File: src/rtl/rv32_mem_pkg.sv
`default_nettype none
// ---------------------------------------------------------------------------
// rv32_mem_pkg : shared types for the RV32 fetch/data memory arbiter  (rev 1.0)
// ---------------------------------------------------------------------------
package rv32_mem_pkg;

  typedef enum logic {
    REQ_IF = 1'b0,
    REQ_D  = 1'b1
  } req_id_t;

  localparam logic [3:0] BE_FULL = 4'hF;

endpackage
`default_nettype wire

File: src/rtl/rv32_id_fifo.sv
`default_nettype none
// ---------------------------------------------------------------------------
// rv32_id_fifo : in-order owner-ID FIFO with push/pop bypass  (rev 1.0)
// ---------------------------------------------------------------------------
module rv32_id_fifo
  import rv32_mem_pkg::*;
#(
  parameter int DEPTH = 2,
  parameter int CNT_W = $clog2(DEPTH + 1)
) (
  input  logic             clk_i,
  input  logic             rst_ni,
  input  logic             push_i,
  input  req_id_t          id_i,
  input  logic             pop_i,
  output req_id_t          id_o,
  output logic [CNT_W-1:0] count_o,
  output logic             empty_o,
  output logic             full_o
);

  localparam int PTR_W = (DEPTH > 1) ? $clog2(DEPTH) : 1;

  req_id_t          slot_q [DEPTH];
  req_id_t          slot_d [DEPTH];
  logic [PTR_W-1:0] wr_ptr_q, wr_ptr_d;
  logic [PTR_W-1:0] rd_ptr_q, rd_ptr_d;
  logic [CNT_W-1:0] count_q, count_d;
  logic             wr_en, rd_en;

  assign empty_o = (count_q == '0);
  assign full_o  = (count_q == CNT_W'(DEPTH));
  assign count_o = count_q;
  // An empty FIFO popped in the same cycle it is pushed hands the new ID straight through.
  assign id_o    = empty_o ? id_i : slot_q[rd_ptr_q];

  assign wr_en = push_i && !(empty_o && pop_i) && (!full_o || pop_i);
  assign rd_en = pop_i && !empty_o;

  always_comb begin
    slot_d   = slot_q;
    wr_ptr_d = wr_ptr_q;
    rd_ptr_d = rd_ptr_q;
    count_d  = count_q + CNT_W'(wr_en) - CNT_W'(rd_en);
    if (wr_en) begin
      slot_d[wr_ptr_q] = id_i;
      wr_ptr_d = (wr_ptr_q == PTR_W'(DEPTH - 1)) ? '0 : wr_ptr_q + 1'b1;
    end
    if (rd_en) begin
      rd_ptr_d = (rd_ptr_q == PTR_W'(DEPTH - 1)) ? '0 : rd_ptr_q + 1'b1;
    end
  end

  always_ff @(posedge clk_i or negedge rst_ni) begin
    if (!rst_ni) begin
      for (int i = 0; i < DEPTH; i++) slot_q[i] <= REQ_IF;
      wr_ptr_q <= '0;
      rd_ptr_q <= '0;
      count_q  <= '0;
    end else begin
      slot_q   <= slot_d;
      wr_ptr_q <= wr_ptr_d;
      rd_ptr_q <= rd_ptr_d;
      count_q  <= count_d;
    end
  end

endmodule
`default_nettype wire

File: src/rtl/rv32_mem_arbiter.sv
`default_nettype none
// ---------------------------------------------------------------------------
// rv32_mem_arbiter : data-priority fetch/data arbiter onto one memory bus  (rev 1.0)
// ---------------------------------------------------------------------------
module rv32_mem_arbiter
  import rv32_mem_pkg::*;
#(
  parameter int ADDR_W          = 32,
  parameter int DATA_W          = 32,
  parameter int MAX_OUTSTANDING = 2,
  parameter int DATA_STREAK_MAX = 4
) (
  input  logic              clk_i,
  input  logic              rst_i,
  input  logic              if_req_i,
  input  logic [ADDR_W-1:0] if_addr_i,
  output logic              if_gnt_o,
  output logic              if_rvalid_o,
  output logic [DATA_W-1:0] if_rdata_o,
  input  logic              d_req_i,
  input  logic              d_we_i,
  input  logic [3:0]        d_be_i,
  input  logic [ADDR_W-1:0] d_addr_i,
  input  logic [DATA_W-1:0] d_wdata_i,
  output logic              d_gnt_o,
  output logic              d_rvalid_o,
  output logic [DATA_W-1:0] d_rdata_o,
  output logic              mem_req_o,
  output logic              mem_we_o,
  output logic [3:0]        mem_be_o,
  output logic [ADDR_W-1:0] mem_addr_o,
  output logic [DATA_W-1:0] mem_wdata_o,
  input  logic              mem_gnt_i,
  input  logic              mem_rvalid_i,
  input  logic [DATA_W-1:0] mem_rdata_i,
  output logic              err_o
);

  localparam int CNT_W    = $clog2(MAX_OUTSTANDING + 1);
  localparam int STREAK_W = $clog2(DATA_STREAK_MAX + 1);
  localparam logic [STREAK_W-1:0] STREAK_CAP = STREAK_W'(DATA_STREAK_MAX);

  logic                locked_q, locked_d;
  req_id_t             lock_id_q, lock_id_d;
  logic [STREAK_W-1:0] streak_q, streak_d;
  logic                err_q, err_d;

  logic                sel_valid, sel_req, stall, req_int, grant, fifo_pop;
  req_id_t             sel_id, head_id;
  logic [CNT_W-1:0]    fifo_count;
  logic                fifo_empty, fifo_full;

  always_comb begin
    sel_valid = 1'b0;
    sel_id    = REQ_IF;
    if (locked_q) begin
      sel_valid = 1'b1;
      sel_id    = lock_id_q;
    end else if (d_req_i && !((streak_q == STREAK_CAP) && if_req_i)) begin
      sel_valid = 1'b1;
      sel_id    = REQ_D;
    end else if (if_req_i) begin
      sel_valid = 1'b1;
      sel_id    = REQ_IF;
    end
  end

  assign sel_req  = sel_valid && ((sel_id == REQ_D) ? d_req_i : if_req_i);
  // A response in the same cycle frees a slot, so a full tracker may still accept.
  assign stall    = fifo_full && !mem_rvalid_i;
  assign req_int  = sel_req && !stall;
  assign grant    = req_int && mem_gnt_i;
  assign fifo_pop = mem_rvalid_i && (!fifo_empty || grant);

  rv32_id_fifo #(
    .DEPTH (MAX_OUTSTANDING),
    .CNT_W (CNT_W)
  ) u_id_fifo (
    .clk_i   (clk_i),
    .rst_ni  (rst_i),
    .push_i  (grant),
    .id_i    (sel_id),
    .pop_i   (fifo_pop),
    .id_o    (head_id),
    .count_o (fifo_count),
    .empty_o (fifo_empty),
    .full_o  (fifo_full)
  );

  // Outputs are qualified with the reset input so the whole interface reads 0 while held in reset.
  assign mem_req_o   = rst_i && req_int;
  assign mem_we_o    = rst_i && sel_req && (sel_id == REQ_D) && d_we_i;
  assign mem_be_o    = !(rst_i && sel_req) ? 4'h0 : ((sel_id == REQ_D) ? d_be_i : BE_FULL);
  assign mem_addr_o  = !(rst_i && sel_req) ? '0 : ((sel_id == REQ_D) ? d_addr_i : if_addr_i);
  assign mem_wdata_o = (rst_i && sel_req && (sel_id == REQ_D)) ? d_wdata_i : '0;

  assign if_gnt_o    = rst_i && grant && (sel_id == REQ_IF);
  assign d_gnt_o     = rst_i && grant && (sel_id == REQ_D);
  assign if_rvalid_o = rst_i && fifo_pop && (head_id == REQ_IF);
  assign d_rvalid_o  = rst_i && fifo_pop && (head_id == REQ_D);
  assign if_rdata_o  = rst_i ? mem_rdata_i : '0;
  assign d_rdata_o   = rst_i ? mem_rdata_i : '0;
  assign err_o       = err_q;

  always_comb begin
    locked_d  = locked_q;
    lock_id_d = lock_id_q;
    streak_d  = streak_q;
    err_d     = err_q;
    if (grant) begin
      locked_d = 1'b0;
    end else if (req_int) begin
      locked_d  = 1'b1;
      lock_id_d = sel_id;
    end else if (!sel_req) begin
      locked_d = 1'b0;
    end
    if (!if_req_i || (grant && (sel_id == REQ_IF))) begin
      streak_d = '0;
    end else if (grant && (sel_id == REQ_D) && (streak_q != STREAK_CAP)) begin
      streak_d = streak_q + 1'b1;
    end
    if (mem_rvalid_i && (fifo_count == '0) && !grant) begin
      err_d = 1'b1;
    end
  end

  always_ff @(posedge clk_i or negedge rst_i) begin
    if (!rst_i) begin
      locked_q  <= 1'b0;
      lock_id_q <= REQ_IF;
      streak_q  <= '0;
      err_q     <= 1'b0;
    end else begin
      locked_q  <= locked_d;
      lock_id_q <= lock_id_d;
      streak_q  <= streak_d;
      err_q     <= err_d;
    end
  end

endmodule
`default_nettype wire
File: config.mk
export PLATFORM = sky130hd
export DESIGN_NAME = rv32_mem_arbiter
export DESIGN_NICKNAME = d
export VERILOG_FILES = /design/src/rtl/rv32_mem_pkg.sv /design/src/rtl/rv32_id_fifo.sv /design/src/rtl/rv32_mem_arbiter.sv
export SDC_FILE = /design/constraint.sdc
export NUM_CORES = 1
export LEC_CHECK = 0
export CORE_AREA = 8 8 103 105
export CTS_CLUSTER_SIZE = 25
export DETAILED_ROUTE_END_ITERATION = 7
export DIE_AREA = 0 0 111 113
export GPL_ROUTABILITY_DRIVEN = 0
export PLACE_DENSITY = 0.75
export SLEW_MARGIN = 20
export SYNTH_ARGS = -nofsm -noshare
export SYNTH_HDL_FRONTEND = slang
export SYNTH_SLANG_ARGS = --single-unit
File: constraint.sdc
create_clock -name clk_i -period 2.2 [get_ports clk_i]
set_input_delay 0.55 -clock clk_i [delete_from_list [all_inputs] [get_ports clk_i]]
set_output_delay 0.55 -clock clk_i [all_outputs]
set_load 0.01 [all_outputs]
==> run summary <==
Routed Antenna Nets = 0
fill cell count = 778
Synth cell types = 43
Primary FF master, synth = dfrtp_1
number of global-route vias before repair = 3,392
Initial Util = 0.228
layout cells sized above 1 = 0.443
number of flops mapped to enable cells by yosys = 0
multi-input logic area = 1770 sq um
clock sinks = 12
Hold WS = 363 ps
top cell family by delay on the critical path = buffers and inverters
Period Utilization, post-route = 1.12
Hold Path Class = primary input to asynchronous set/reset pin
CP max FO = 16
WP data required = 1650 ps
syn_area_per_cell = 6.81 sq um
die height = 113 microns
flops & latches, synth = 12
Post-DP HPWL = 10,500 microns
Max Cap Viol = 0
CTS tree = yes
Area Overhead vs Synth = 170%
Cells after Synth = 301
vias per cell = 4.55
utilization after layout = 0.615
Ys Warns = 0
slowest cell delay on critical path = 380 ps
CTS H-tree lvls = 1
Setup crit end kind = primary output
Num CTS Buffers = 3
Storage cell area = 300 sq um
worst-path cell chain = inv_2 > ha_4 > nand3_4 > buf_4 > buf_4 > a22o_4 > buf_12 > nand2_1 > a21oi_2 > buf_2
Fmax = 405 MHz
die span in x = 111 microns
initial DRC count = 186
ANT cells = 0
Max VDD drop = 0.489 mV
wire length of the first global-routing pass = 20,800 microns
run status = finished with violations
CP max stage cell = dfrtp_1
WP data arrival = 1920 ps
Clock Skew = 5.12 ps
Buffers on Ports = 277
Vias = 3,240
Overflow after GRT = 0
Power per Cell Area = 588 nW/um^2
Clock Latency Late Sink = 250 ps
clk root buf = clkbuf_8
routed len/inst = 20.0 microns
final net count = 746
Clock transition at path regs = 50 ps
die footprint = 12,500 sq um
Final WS setup = -268 ps
1st-pass router iterations = 4
Startpoint Class = register
Syn Std Cell Area = 2050 sq um
leakage = 2.68 nW
row count = 35
DRC violations left = 0
Setup TNS Final = -14,830 ps
pin count of the biggest net entering global routing = 24
GRT Overall Usage = 0.207
Hold Vio Cnt, Final = 0
CP bufs+invs = 5
most frequent cell on the critical path = buf_4
net count after synthesis = 444
clk buf depth = 2
Final Max Slew Viols = 0
Ports = 278
Slew HR = 0.697
post-layout minimum cycle time = 2470 ps
worst slew pin tran = 451 ps
Post-Route WL = 14,200 microns
initial antenna violation count = 0
# setup viols final = 73
core area = 8980 sq um
total chip power = 0.00325 W
RSZ-0062 raised after global routing = yes
asr flop ratio synth = 1.00
sequential area share after synthesis = 0.147
WS Path Type = register to primary output
failing checks = negative setup slack
[metrics by stage]
stage	worst slack [ps]	cell area, sq um	cells
finish	-268	5520	712
global route	-337	5520	712
CTS	-247	5260	709
detailed placement	-1020	4890	675
global placement	-954	4890	675
floorplan	145	2050	301
[Yosys cell counts (2+ instances only)]
cell type,instances,area share
a21oi_1,35,0.085
and2_1,65,0.20
buf_2,6,0.015
buf_4,35,0.13
buf_6,6,0.033
clkbuf_1,4,0.0073
dfrtp_1,12,0.15
ha_1,4,0.024
inv_1,5,0.0092
nand2_1,69,0.13
nand3_1,4,0.0098
nor2_1,13,0.024
nor2b_1,2,0.0061
nor3b_1,3,0.011
o21ai_0,5,0.012
o31ai_1,2,0.0073
or3_1,2,0.0061
xnor2_1,3,0.013
xor2_1,2,0.0085
[per-layer routing]
layer,track usage,part of all wire
met5,0,0
met4,0.0667,0.030
met3,0.0413,0.052
met2,0.404,0.56
met1,0.215,0.36
[report_power, final]
group | internal (W) | leakage (nW) | switching (W)
clock network | 0.000121 | 0.0216 | 0.0000837
registers | 0.000300 | 0.147 | 0.0000749
logic | 0.00145 | 2.52 | 0.00122
[layout make-up]
cell class	count	share of cell area
Clock buffer	3	0.00747
Inverter	5	0.00340
Multi-Input combinational cell	235	0.320
Sequential cell	12	0.0544
Tap cell	111	0.0251
Timing Repair Buffer	346	0.590
[worst register-to-register path, stage by stage, from the launching register on]
cell and delay (ps):
dfrtp_1 380, inv_2 70, ha_4 140, nand3_4 80
buf_4 140, buf_4 120, a22o_4 250, buf_4 150
buf_4 140, o31ai_1 310, a21oi_1 80
[cells in the final DEF (no fill, tap or decap), drive strengths merged, types with 2 or more instances in the layout]
cell and n:
dfrtp 12, xnor2 3, o31ai 2, dlygate4sd2 65, nor2b 3, clkbuf 3, nor3b 4, inv 5
xor2 2, nand3 4, and2 65, nand2 69, mux2 2, clkdlybuf4s50 135, buf 144, ha 4
nor2 17, or3 2, o21ai 5, nor3 2, a21oi 35
[logic make-up (layout without fill, tap and decap cells)]
logic type	after synthesis	after routing	share of synthesized area
AND/OR/NAND/NOR	170	172	0.441
buffers and inverters	56	354	0.192
AO/OA/AOI/OAI	51	51	0.157
flip-flops	12	12	0.147
XOR/XNOR	5	5	0.0214
adder cells (fa/ha/maj)	4	4	0.0244
multiplexers	3	3	0.0177
[flip-flops by register name, summed over array words and instances, names as in the netlist]
name,flops
err_o,1
streak_q,3
lock_id_q,1
locked_q,1
u_id_fifo.slot_q,2
u_id_fifo.count_o,2
u_id_fifo.wr_ptr_q,1
u_id_fifo.rd_ptr_q,1
[path summary, 6_finish.rpt]
check,slack [ps],end,cells after the start,from
min in group clk_i,460,err_o,1,err_o
worst min-delay path,360,lock_id_q,2,rst_i
worst max register to register,210,streak_q[1],10,streak_q[0]
worst max-delay path,-270,mem_addr_o[13],10,streak_q[0]
worst min register to register,460,err_o,1,err_o
max in group asynchronous,1580,streak_q[1],2,rst_i
[what timing repair did]
action,in CTS,in global routing
pin swaps,47,31
endpoints found under the setup margin,138,73
hold buffers,0,0
resized for setup,479,77
gates cloned,8,0
endpoints found under the hold margin,0,0
setup buffers,24,8
No activity file was read; power rests on OpenSTA's default activity.
